**config.mk**
```make
export PLATFORM = sky130hd
export DESIGN_NAME = dvp_rgb565_transmitter
export DESIGN_NICKNAME = d
export VERILOG_FILES = /design/src/rtl/dvp_pkg.sv /design/src/rtl/dvp_tx_timing.sv /design/src/rtl/dvp_rgb565_transmitter.sv
export SDC_FILE = /design/constraint.sdc
export NUM_CORES = 1
export LEC_CHECK = 0
export BUFFER_PORTS_ARGS = -buffer_cell sky130_fd_sc_hd__buf_2
export CAP_MARGIN = 25
export CORE_MARGIN = 2
export CORE_UTILIZATION = 35
export CTS_CLUSTER_SIZE = 28
export DETAILED_ROUTE_END_ITERATION = 16
export GPL_TIMING_DRIVEN = 0
export PLACE_DENSITY = 0.5
export SYNTH_ARGS = -nofsm -noshare
export SYNTH_HDL_FRONTEND = slang
export SYNTH_SLANG_ARGS = --single-unit
```
**constraint.sdc**
```tcl
create_clock -name image_loader_clk -period 4.2 [get_ports image_loader_clk]
set_input_delay 0.42 -clock image_loader_clk [delete_from_list [all_inputs] [get_ports image_loader_clk]]
set_output_delay 0.42 -clock image_loader_clk [all_outputs]
set_load 0.005 [all_outputs]
```
**src/rtl/dvp_pkg.sv**
```systemverilog
// Shared types and constants for the DVP RGB565 transmitter.
package dvp_pkg;

  typedef enum logic [2:0] {
    ST_IDLE,
    ST_VSYNC,
    ST_VBACK,
    ST_LINE,
    ST_HBLANK,
    ST_VFRONT
  } dvp_state_e;

  localparam logic [15:0] PAD_PIXEL       = 16'h0000;
  localparam bit          HIGH_BYTE_FIRST = 1'b1;
  localparam logic        VSYNC_IDLE      = 1'b1;

endpackage

```
**src/rtl/dvp_tx_timing.sv**
```systemverilog
// Byte-clock phase generator plus per-state byte counter and line counter.
module dvp_tx_timing
  import dvp_pkg::*;
#(
  parameter int unsigned H_ACTIVE = 160,
  parameter int unsigned V_ACTIVE = 120,
  parameter int unsigned H_BLANK  = 16,
  parameter int unsigned V_SYNC   = 64,
  parameter int unsigned V_BACK   = 32,
  parameter int unsigned V_FRONT  = 32
) (
  input  logic       image_loader_clk,
  input  logic       reset,
  input  logic       enable,
  input  dvp_state_e state,
  output logic       phase,
  output logic       upd_slot,
  output logic       byte_odd,
  output logic       state_last_byte,
  output logic       last_line
);

  localparam int unsigned LINE_BYTES = 2 * H_ACTIVE;
  localparam int unsigned MAX_A      = (LINE_BYTES > H_BLANK) ? LINE_BYTES : H_BLANK;
  localparam int unsigned MAX_B      = (MAX_A > V_SYNC) ? MAX_A : V_SYNC;
  localparam int unsigned MAX_C      = (MAX_B > V_BACK) ? MAX_B : V_BACK;
  localparam int unsigned MAX_BYTES  = (MAX_C > V_FRONT) ? MAX_C : V_FRONT;
  localparam int unsigned BW         = $clog2(MAX_BYTES + 1);
  localparam int unsigned LW         = $clog2(V_ACTIVE + 1);

  logic [BW-1:0] byte_cnt;
  logic [BW-1:0] state_len;
  logic [LW-1:0] line_cnt;

  assign upd_slot        = enable & phase;
  assign byte_odd        = byte_cnt[0];
  assign state_last_byte = (byte_cnt == state_len - BW'(1));
  assign last_line       = (line_cnt == LW'(V_ACTIVE - 1));

  always_comb begin
    state_len = BW'(1);
    case (state)
      ST_VSYNC:  state_len = BW'(V_SYNC);
      ST_VBACK:  state_len = BW'(V_BACK);
      ST_LINE:   state_len = BW'(LINE_BYTES);
      ST_HBLANK: state_len = BW'(H_BLANK);
      ST_VFRONT: state_len = BW'(V_FRONT);
      default:   state_len = BW'(1);
    endcase
  end

  always_ff @(posedge image_loader_clk or posedge reset) begin
    if (reset) begin
      phase <= 1'b0;
    end else if (enable) begin
      phase <= ~phase;
    end
  end

  // Every state exits on its last byte, so reloading there doubles as reload-on-entry.
  always_ff @(posedge image_loader_clk or posedge reset) begin
    if (reset) begin
      byte_cnt <= '0;
      line_cnt <= '0;
    end else if (upd_slot) begin
      byte_cnt <= state_last_byte ? '0 : byte_cnt + BW'(1);
      if (state == ST_IDLE) begin
        line_cnt <= '0;
      end else if (state == ST_HBLANK && state_last_byte && !last_line) begin
        line_cnt <= line_cnt + LW'(1);
      end
    end
  end

endmodule

```
**src/rtl/dvp_rgb565_transmitter.sv**
```systemverilog
// DVP camera-style source: serialises RGB565 pixels into bytes with href/vsynch framing.
module dvp_rgb565_transmitter
  import dvp_pkg::*;
#(
  parameter int unsigned H_ACTIVE = 160,
  parameter int unsigned V_ACTIVE = 120,
  parameter int unsigned H_BLANK  = 16,
  parameter int unsigned V_SYNC   = 64,
  parameter int unsigned V_BACK   = 32,
  parameter int unsigned V_FRONT  = 32
) (
  input  logic        image_loader_clk,
  input  logic        reset,
  input  logic        enable,
  input  logic        start,
  input  logic [15:0] pixel_in,
  input  logic        pixel_valid,
  output logic        pixel_ready,
  output logic        pclk_out,
  output logic        vsynch,
  output logic        href,
  output logic [7:0]  data_out,
  output logic        busy,
  output logic        frame_done,
  output logic        underflow
);

  dvp_state_e  state;
  dvp_state_e  state_nxt;
  logic        phase;
  logic        upd_slot;
  logic        byte_odd;
  logic        state_last_byte;
  logic        last_line;
  logic        start_pend;
  logic        start_acc;
  logic        fetch;
  logic [15:0] fetch_pix;
  logic [7:0]  lo_byte;

  dvp_tx_timing #(
    .H_ACTIVE (H_ACTIVE),
    .V_ACTIVE (V_ACTIVE),
    .H_BLANK  (H_BLANK),
    .V_SYNC   (V_SYNC),
    .V_BACK   (V_BACK),
    .V_FRONT  (V_FRONT)
  ) u_timing (
    .image_loader_clk (image_loader_clk),
    .reset            (reset),
    .enable           (enable),
    .state            (state),
    .phase            (phase),
    .upd_slot         (upd_slot),
    .byte_odd         (byte_odd),
    .state_last_byte  (state_last_byte),
    .last_line        (last_line)
  );

  assign pclk_out  = phase;
  assign start_acc = enable && start && (state == ST_IDLE);

  always_ff @(posedge image_loader_clk or posedge reset) begin
    if (reset) begin
      state <= ST_IDLE;
    end else if (upd_slot) begin
      state <= state_nxt;
    end
  end

  // Fetch when the byte about to be driven is the first byte of a pixel.
  always_comb begin
    state_nxt   = state;
    fetch       = 1'b0;
    pixel_ready = 1'b0;
    fetch_pix   = pixel_valid ? pixel_in : PAD_PIXEL;
    case (state)
      ST_IDLE:   if (start_pend) state_nxt = ST_VSYNC;
      ST_VSYNC:  if (state_last_byte) state_nxt = ST_VBACK;
      ST_VBACK:  if (state_last_byte) state_nxt = ST_LINE;
      ST_LINE:   if (state_last_byte) state_nxt = ST_HBLANK;
      ST_HBLANK: if (state_last_byte) state_nxt = last_line ? ST_VFRONT : ST_LINE;
      ST_VFRONT: if (state_last_byte) state_nxt = ST_IDLE;
      default:   state_nxt = ST_IDLE;
    endcase
    fetch       = upd_slot && (state_nxt == ST_LINE) && ((state != ST_LINE) || byte_odd);
    pixel_ready = fetch;
  end

  always_ff @(posedge image_loader_clk or posedge reset) begin
    if (reset) begin
      start_pend <= 1'b0;
      href       <= 1'b0;
      vsynch     <= VSYNC_IDLE;
      data_out   <= 8'h00;
      lo_byte    <= 8'h00;
      busy       <= 1'b0;
      frame_done <= 1'b0;
      underflow  <= 1'b0;
    end else begin
      frame_done <= upd_slot && (state == ST_VFRONT) && state_last_byte;
      if (upd_slot && (state == ST_IDLE) && start_pend) begin
        start_pend <= 1'b0;
      end else if (start_acc) begin
        start_pend <= 1'b1;
      end
      if (start_acc) begin
        underflow <= 1'b0;
      end else if (fetch && !pixel_valid) begin
        underflow <= 1'b1;
      end
      if (upd_slot) begin
        busy   <= (state_nxt != ST_IDLE);
        vsynch <= (state_nxt == ST_IDLE || state_nxt == ST_VSYNC) ? VSYNC_IDLE : ~VSYNC_IDLE;
        href   <= (state_nxt == ST_LINE);
        if (fetch) begin
          data_out <= HIGH_BYTE_FIRST ? fetch_pix[15:8] : fetch_pix[7:0];
          lo_byte  <= HIGH_BYTE_FIRST ? fetch_pix[7:0] : fetch_pix[15:8];
        end else if (state_nxt == ST_LINE) begin
          data_out <= lo_byte;
        end else begin
          data_out <= 8'h00;
        end
      end
    end
  end

endmodule

```
==> metrics, run 1 <==
status complete, no violations; Synth Area in Compound Gates 14.5%; RSZ-0062 raised after global routing no; Pint 0.000734 W; Die Y 84.0 µm; GRT Resource Usage Total 14.2%; maximum fanout along the worst path 10; crit-path cells nor3_1, a21oi_1, mux2i_1, or2_1, buf_2, a221oi_4, nand3_2, buf_6, inv_1, buf_2; Worst Tran Pin Value 0.755 ns; Combinational Power Share 30.4%; Leakage 1.34 nW; area grow syn2layout 16.5%; Reg-to-Reg Start state[0]; area leader, netlist dfrtp_1; Adder-Cell Fraction of Synth Area 1.12%; dpl hpwl 3470 µm; Synth area leaders dfrtp_1 (46%), nand2_1 (5.5%), mux2i_1 (4.9%), nor2_1 (4.0%), xor2_1 (3.9%); R2R Path End data_out[3]; top cell type's share of synthesized area 45.8%; Startpoint Class flip-flop; simple-gate share of the synthesized area 22.2%; fin nets 306; slowest stage delay, CP 0.65 ns; Max Cap Viol 0; DR DRC count 0; clk slew on worst S/H paths 0.08 ns; count leader, synth dfrtp_1; Max Root-Sink Buffers 2; worst vdd ir 0.156 mV; synth warn 0; post-route ant nets 0; largest family of logic cells by synthesized area simple AND/OR/NAND/NOR gates; Die ar. 0.00706 mm²; Die Wd 84.0 µm; CP Class reg -> out; CP required 3.78 ns; core region area 0.00628 mm²; most used cell, CP buf_2; Clock Power Share 22.4%; cts hold-fix bufs 0; placed inst area 0.00253 mm²; WP buf/inv 4; Port Buf Inserts 34; Tcrit/Tclk final 79.8%; proportion of synthesized area in mux cells 4.91%; Sw Share 36.4%; CTS Root Cell clkbuf_8; WL per Instance 13.1 µm; Hold WC Path Type in -> async; # fillers 640; post-synthesis sequential area ratio 46.9%; postcts setup bufs 0; Synth cell types 50; largest net degree at the start of global routing 29; layout cell share with drive strength beyond 1 19.4%; H-tree depth 2; vias 1,739; routability congestion estimate 0.754; Post-synth ARST share 100%; Clock Sinks 42; critical path endpoint category primary output; Fin Setup TNS 0 ns; grt total ovfl 0; Final WS setup 0.850 ns; synthesized cell area 0.00224 mm²; Synth Area in XOR/XNOR 5.47%; Pwr Density 441 mW/mm²; cells on worst reg2reg path 8; worst path arrival time 2.93 ns; syn nets 264; number of global-route vias before repair 1,641; Worst R2R Setup Slack 1.45 ns; Final Instance Area 0.00261 mm²; count of final max-slew check failures 0; Ports 36; DP Worst Slack 1.12 ns; CTS Buf Count 5; Starting Density 35.7%; Power Total 0.00115 W; Total Wirelength 4720 µm; Slew HR 49.3%; Post-synth EDFFs 0; CTS resizes 0; Mapped Cells 241; row cnt 29; # setup viols final 0; vias per cell 4.82; f_max 298 MHz; initial antenna violation count 0; CTS tree yes; drt first pass iters 4; worst skew pair latency 0.30 ns; DRT iter0 DRCs 62; CP max-delay cell nor3_1; Net Sw Power 0.000419 W; Tmin final 3.35 ns; Flop pwr share 47.1%; Main synth FF type dfrtp_1; list of most frequent post-synthesis cells dfrtp_1 (41), nand2_1 (33), nor2_1 (24), inv_1 (12), mux2i_1 (11); final hold viol count 0; antenna cell count 0; Synth Register Bits 42; clk_skew 0.00793 ns; syn avg cell area 9.30 µm²; first-pass GRT wire length 8040 µm; largest delay contributor family on the critical path simple AND/OR/NAND/NOR gates
## per-stage QoR
step / hold WS (ns) / util (%) / cells
2_1_floorplan: 0.463 / - / 241
3_3_place_gp: 0.467 / 40.0 / 352
3_5_place_dp: 0.424 / 40.3 / 353
4_1_cts: 0.0982 / 41.6 / 361
5_1_grt: 0.107 / 41.6 / 361
6_report: 0.0785 / 41.6 / 361
## placed cells by master, fill, tap and decap left out, drive strengths merged, types with 3 or more instances in the layout
cell type,instances
dfrtp,41
buf,39
nand2,33
nor2,24
clkbuf,17
o21ai,16
inv,12
mux2i,11
xor2,10
and3,8
a31oi,8
nand3,8
nor3,5
nor2b,4
xnor2,4
a21o,4
nand4,3
nand2b,3
a21oi,3
or2,3
## logic make-up after synthesis
group | count (synthesis)
muxes | 11
and+or+nand+nor | 101
buffers and inverters | 26
DFF | 42
adders and majority gates | 2
AOI/OAI and AO/OA | 45
xor gates and xnor gates | 14
## area by class of cell
type | count | area (µm²) | area share (%)
sequential | 42 | 1050 | 40.3
clock buffer | 7 | 76.3 | 2.92
clock inverter | 1 | 7.51 | 0.287
multi-input combinational | 173 | 1080 | 41.3
tap | 77 | 96.3 | 3.69
buffer | 14 | 65.1 | 2.49
timing repair buffer | 35 | 190 | 7.28
inverter | 12 | 45.0 | 1.72
## worst max path at each step
stage                        start  slack, ns          end  depth (start not counted)
after global routing      state[0]       0.56  pixel_ready                         10
after CTS                 state[0]       0.79  pixel_ready                         10
after global placement    state[0]       1.11  pixel_ready                         10
after floorplan           state[0]       1.63  pixel_ready                          8
after detailed placement  state[0]       1.12  pixel_ready                         10
final                     state[0]       0.85  pixel_ready                         10
## registers in the layout, summed over array words and instances (netlist names), 3 cells and up
register and count:
lo_byte 8, data_out 8, state 3, u_timing.line_cnt 7, u_timing.byte_cnt 9
## per-layer routing
metal  part of all wire (%)  track usage, %  vias up
met5                      0               0        -
met4                    1.5            4.84        0
met3                    5.1            3.76        6
met2                     45            21.7       34
met1                     48            19.6      793
li1                       -               -      906
## power by group through the flow
| stage | Combinational (W) | Clock, W | Sequential [W] |
|---|---|---|---|
| 6_report | 0.000351 | 0.000259 | 0.000543 |
| 5_1_grt | 0.000398 | 0.000290 | 0.000555 |
| 3_5_place_dp | 0.000354 | 0 | 0.000549 |
| 3_3_place_gp | 0.000353 | 0 | 0.000549 |
| 2_1_floorplan | 0.000270 | 0 | 0.000533 |
| 4_1_cts | 0.000355 | 0.000266 | 0.000542 |
Power figures use the tool's default switching activity.
==> inputs of run 2 (changes only) <==
--- a/config.mk
+++ b/config.mk
@@ -12,7 +12,7 @@
 export CTS_CLUSTER_SIZE = 28
 export DETAILED_ROUTE_END_ITERATION = 16
 export GPL_TIMING_DRIVEN = 0
-export PLACE_DENSITY = 0.5
+export PLACE_DENSITY = 0.52
 export SYNTH_ARGS = -nofsm -noshare
 export SYNTH_HDL_FRONTEND = slang
 export SYNTH_SLANG_ARGS = --single-unit
==> constraint.sdc (replaced) <==
create_clock -name image_loader_clk -period 2.8 [get_ports image_loader_clk]
set_input_delay 0.28 -clock image_loader_clk [delete_from_list [all_inputs] [get_ports image_loader_clk]]
set_output_delay 0.28 -clock image_loader_clk [all_outputs]
set_load 0.005 [all_outputs]
==> run 2 against run 1 <==
The run now ends with setup timing left. Non-clock buffer count rose by 10. Critical path depth fell by 2. Cell count rose by 2.8%. Global-route usage rose by 0.96 points. Register-to-register slack got worse by 1.3 ns.
==> metrics, run 2 (synthesized netlist as in run 1, its figures left out) <==
status finished with violations; failing checks setup timing; Sw Share 33.6% (-2.8 points); Max Cap Viol 0 (unchanged); CP Class reg -> out; count of final max-slew check failures 0 (unchanged); Final WS setup -0.0541 ns (-0.904 ns); vias per cell 4.86 (+0.94%); Port Buf Inserts 34 (unchanged); commonest non-fill, non-tap cell in the layout dfrtp_1; RSZ-0062 raised after global routing yes; Placed Instances 353 (unchanged); Starting Density 35.7% (unchanged); Largest regs u_timing.byte_cnt x9, data_out x8, lo_byte x8; Worst Tran Pin Value 0.712 ns (-0.0429 ns); Total Wirelength 4960 µm (+4.9%); Hold Path Cell Cnt 3; layout cell share with drive strength beyond 1 24.5% (+5.1 points); CTS Root Cell clkbuf_8; first-pass GRT wire length 8690 µm (+8.1%); vias 1,804 (+3.7%); Reg area 0.00105 mm² (+0.24%); max FFs per register 9 (unchanged); clk slew on worst S/H paths 0.08 ns (about the same); most frequent cells in the layout dfrtp_1 (39), buf_2 (35), nand2_1 (33), nor2_1 (24), mux2i_1 (11); Clock Power Share 25.4% (+3.0 points); f_max 350 MHz; WL per Instance 13.4 µm (+2.1%); CTS tree yes; Max Root-Sink Buffers 2 (unchanged); post-route ant nets 0 (unchanged); critical path endpoint category primary output; largest net degree at the start of global routing 40 (+38%); Hold WC Path Type in -> reg; final cell count without fillers 371 (+2.8%); Largest Register u_timing.byte_cnt; antenna cell count 0 (unchanged); maximum fanout along the worst path 4 (-6); worst skew pair latency 0.29 ns (about the same); multi-input logic area 0.00113 mm² (+4.4%); Die ar. 0.00706 mm² (unchanged); cells on worst reg2reg path 8 (unchanged); final hold viol count 0 (unchanged); number of global-route vias before repair 1,854 (+13%); Hold Slack 0.224 ns (+0.146 ns); final core utilization 44.2% (+2.6 points); Net Sw Power 0.000652 W (+55%); grt total ovfl 0 (unchanged); H-tree depth 2 (unchanged); Combinational Power Share 32.9% (+2.5 points); # setup viols final 1 (+1); worst path arrival time 2.57 ns (-0.36 ns); CTS Buf Count 5 (unchanged); GRT Resource Usage Total 15.2% (+0.96 points); Leakage 1.41 nW (+5.3%); worst vdd ir 0.320 mV (+110%); Tmin final 2.85 ns; Pwr Density 700 mW/mm² (+59%); routability congestion estimate 0.762 (+1.0%); Ports 36 (unchanged); DR DRC count 0 (unchanged); DP Worst Slack -0.114 ns (-1.24 ns); Die Wd 84.0 µm (unchanged); Slew HR 52.1% (+2.8 points); dpl hpwl 3470 µm (-0.13%); row cnt 29 (unchanged); drt first pass iters 4 (unchanged); CP required 2.52 ns (-1.26 ns); Die Y 84.0 µm (unchanged); fin nets 316 (+3.3%); Startpoint Class flip-flop; DRT iter0 DRCs 97 (+56%); area grow syn2layout 23.7%; Clock Sinks 42 (unchanged); initial antenna violation count 0 (unchanged); core region area 0.00628 mm² (unchanged); # fillers 635 (-0.78%); Pint 0.00129 W (+76%); clk_skew 0.00774 ns (-0.000187 ns); Flop pwr share 41.7% (-5.4 points); Tcrit/Tclk final 102%
-- run 2: cell count changes in the layout (fill, tap and decap cells not counted), moves of 2 or more --
| cell | previous run | this run |
|---|---|---|
| buf_4 | 1 | 10 |
| clkbuf_1 | 12 | 10 |
| dfrtp_2 | 0 | 2 |
| dfrtp_1 | 41 | 39 |
-- run 2: path summary, 6_finish.rpt --
kind / to / slack, ns / startpoint
setup / recovery: pixel_ready / -0.05 / state[0]
hold / removal: lo_byte[5] / 0.22 / pixel_in[5]
setup reg to reg: data_out[1] / 0.17 / state[0]
hold reg to reg: href / 0.47 / href
max in group asynchronous: vsynch / 1.92 / reset
min in group asynchronous: lo_byte[4] / 0.40 / reset
-- run 2: power by group through the flow --
stage	Combinational, W	Sequential [W]	Clock, W
2_1_floorplan	0.000405	0.000799	0
3_3_place_gp	0.000528	0.000823	0
3_5_place_dp	0.000535	0.000825	0
4_1_cts	0.000627	0.000810	0.000513
5_1_grt	0.000720	0.000827	0.000533
6_report	0.000639	0.000809	0.000493
-- run 2: final cells by class --
class / count / share of cell area [%]
Timing Repair Buffer: 46 / 9.92
Clock buffer: 7 / 3.11
Multi-Input combinational cell: 173 / 40.6
Clock inverter: 1 / 1.08
Tap cell: 77 / 3.47
Sequential cell: 42 / 38.0
Buffer: 13 / 2.12
Inverter: 12 / 1.62
-- run 2: through the flow --
step	power, W	TNS (ns)	area, µm²
4_1_cts	0.00195	-0.131	2760
5_1_grt	0.00208	-0.153	2770
3_5_place_dp	0.00136	-0.114	2530
3_3_place_gp	0.00135	-0.136	2510
6_report	0.00194	-0.0541	2770
2_1_floorplan	0.00120	0	2240
-- run 2: critical path, stage by stage (launching register included) --
cell       delay (ns)
dfrtp_2          0.43
or3b_1           0.39
a21oi_2          0.17
o2111ai_2        0.16
or4b_4           0.59
a32oi_4          0.26
nand3_2          0.13
inv_2            0.06
buf_2            0.10
-- run 2: layer usage --
layer	track usage, %	routed length, µm	part of all wire [%]
met5	0	0	0
met1	20.0	2340	47
met4	4.55	64	1.3
met2	24.9	2340	47
met3	3.46	207	4.2
-- run 2: repair_timing --
action / CTS / global route
pin swaps: 8 / 7
hold buffers: 1 / 0
endpoints found under the setup margin: 2 / 7
endpoints found under the hold margin: 3 / 0
resized for setup: 11 / 1
setup buffers: 8 / 2
==> inputs of run 3 (changes only) <==
--- a/config.mk
+++ b/config.mk
@@ -13,6 +13,7 @@
 export DETAILED_ROUTE_END_ITERATION = 16
 export GPL_TIMING_DRIVEN = 0
 export PLACE_DENSITY = 0.52
+export RECOVER_POWER = 100
 export SYNTH_ARGS = -nofsm -noshare
 export SYNTH_HDL_FRONTEND = slang
 export SYNTH_SLANG_ARGS = --single-unit
==> run 3 against run 2 <==
The run still ends with setup timing left. Count of clock-buffer cells in the layout did not move. Sequential cell count stayed put. Clock power about the same. Cell count unchanged. Worst hold slack worse by 0.0011 ns. Register-to-register slack about the same. Final area fell by 0.90%. Combinational power is 2% lower. Via count is 0.33% lower. Sequential power about the same. Largest power group unchanged. Highest routed layer unchanged.
==> metrics, run 3 (synthesized netlist as in run 1, its figures left out) <==
CP max-delay cell or4b_4; dpl hpwl 3470 µm (unchanged); # setup viols final 1 (unchanged); count of final max-slew check failures 0 (unchanged); DP Worst Slack -0.114 ns (unchanged); CTS tree yes; H-tree depth 2 (unchanged); Clock Power Share 25.6% (+0.2 points); core region area 0.00628 mm² (unchanged); vias per cell 4.85 (-0.33%); crit-path cells or3b_1, a21oi_2, o2111ai_2, or4b_4, a32oi_4, nand3_2, inv_2, buf_2; final hold viol count 0 (unchanged); Hold WC Path Type in -> reg; f_max 350 MHz (about the same); layout cell share with drive strength beyond 1 22.1% (-2.4 points); Max Cap Viol 0 (unchanged); GRT Resource Usage Total 15.2% (unchanged); Hold Path End lo_byte[5]; maximum fanout along the worst path 4 (unchanged); clk_skew 0.00772 ns (-0.0000227 ns); WP depth 8 (unchanged); Tcrit/Tclk final 102% (about the same); Die Wd 84.0 µm (unchanged); first-pass GRT wire length 8690 µm (unchanged); R2R Path End data_out[3]; CP Class reg -> out; commonest non-fill, non-tap cell in the layout dfrtp_1; critical path endpoint category primary output; Final WS setup -0.0546 ns (-0.000480 ns); critical hold path startpoint pixel_in[5]; Starting Density 35.7% (unchanged); Net Sw Power 0.000651 W (-0.15%); Combinational Power Share 32.4% (-0.5 points); worst vdd ir 0.320 mV (+0.11%); max FFs per register 9 (unchanged); row cnt 29 (unchanged); post-route ant nets 0 (unchanged); initial antenna violation count 0 (unchanged); cells on worst reg2reg path 8 (unchanged); Largest regs u_timing.byte_cnt x9, data_out x8, lo_byte x8; antenna cell count 0 (unchanged); Largest Register u_timing.byte_cnt; Clock Sinks 42 (unchanged); Pwr Density 701 mW/mm² (+0.18%); Hold Slack 0.223 ns (-0.00114 ns); number of global-route vias before repair 1,854 (unchanged); largest net degree at the start of global routing 40 (unchanged); RSZ-0062 raised after global routing yes; Die ar. 0.00706 mm² (unchanged); Pint 0.00128 W (-1.0%); most frequent cells in the layout dfrtp_1 (39), nand2_1 (33), buf_2 (30), nor2_1 (24), clkbuf_1 (16); Port Buf Inserts 34 (unchanged); Reg-to-Reg Start state[0]; Tmin final 2.85 ns (+0.000480 ns); CP required 2.52 ns (about the same); failing checks setup timing; Total Wirelength 4920 µm (-0.77%); Flop pwr share 42.0% (+0.3 points); DRT iter0 DRCs 97 (unchanged); WL per Instance 13.3 µm (-0.77%); worst skew pair latency 0.29 ns (about the same); WP buf/inv 2 (unchanged); CTS Root Cell clkbuf_8; worst path arrival time 2.57 ns (about the same); Hold Path Cell Cnt 3 (unchanged); largest delay contributor family on the critical path simple AND/OR/NAND/NOR gates; status finished with violations; Worst R2R Setup Slack 0.17 ns (about the same); grt total ovfl 0 (unchanged); DR DRC count 0 (unchanged); fin nets 316 (unchanged); Startpoint Class flip-flop; Slew HR 33.9% (-18 points); vias 1,798 (-0.33%); Sw Share 33.8% (+0.19 points); area grow syn2layout 22.6%; Ports 36 (unchanged); Max Root-Sink Buffers 2 (unchanged); Die Y 84.0 µm (unchanged); routability congestion estimate 0.762 (unchanged); drt first pass iters 4 (unchanged); clk slew on worst S/H paths 0.08 ns (about the same); Worst Tran Pin Value 0.991 ns (+0.279 ns); slowest stage delay, CP 0.59 ns (about the same); CTS Buf Count 5 (unchanged); Leakage 1.38 nW (-2.2%)
==> run 3: cell count changes in the layout (fill, tap and decap cells not counted), sizes merged <==
cell / change
buf: -7
clkbuf: +7
==> run 3: through the flow <==
step                      instance area (µm²)  utilization [%]  std cells  total power [W]  setup TNS, ns
final                                    2750             43.8        371          0.00193        -0.0546
after global routing                     2750             43.8        371          0.00207         -0.153
after global placement                   2510             40.0        352          0.00135         -0.136
after floorplan                          2240                -        241          0.00120              0
after CTS                                2760             44.0        370          0.00195         -0.131
after detailed placement                 2530             40.3        353          0.00136         -0.114
==> run 3: power by group through the flow <==
stage,combinational (W),clock (W),sequential [W]
2_1_floorplan,0.000405,0,0.000799
3_3_place_gp,0.000528,0,0.000823
3_5_place_dp,0.000535,0,0.000825
4_1_cts,0.000627,0.000513,0.000810
5_1_grt,0.000707,0.000533,0.000827
6_report,0.000624,0.000494,0.000809
==> run 3: per-layer routing <==
metal / up-vias / wire length, µm / track usage (%)
met5: - / 0 / 0
met1: 835 / 2340 / 20.0
met4: 0 / 64 / 4.55
li1: 924 / - / -
met2: 32 / 2330 / 24.9
met3: 7 / 187 / 3.46
==> run 3: worst max-delay path by stage <==
stage               startpoint           to  slack [ns]
floorplan             state[0]  pixel_ready        0.37
global placement      state[0]  pixel_ready       -0.14
detailed placement    state[0]  pixel_ready       -0.11
CTS                   state[2]  pixel_ready       -0.13
global route          state[0]  pixel_ready       -0.15
finish                state[0]  pixel_ready       -0.05
==> run 3: worst register-to-register path, delay by kind of cell, from the launching register on <==
kind	cells	cell delay, ns
AOI/OAI and AO/OA	5	1.00
and+or+nand+nor	2	0.98
DFF	1	0.43
buffers and inverters	1	0.15
==> run 3: area by class of cell <==
class / instances / area [µm²]
sequential: 42 / 1050
tap: 77 / 96.3
multi-input combinational: 173 / 1130
timing repair buffer: 46 / 250
clock inverter: 1 / 30.0
buffer: 13 / 58.8
clock buffer: 7 / 86.3
inverter: 12 / 45.0
fill: 635 / 3530
==> run 3: timing repair <==
item,4_1_cts,5_1_grt
pin swaps,8,7
hold buffers,1,0
buffers inserted,8,2
endpoints found under the hold margin,3,0
gates resized for setup,11,1
endpoints found under the setup margin,2,7
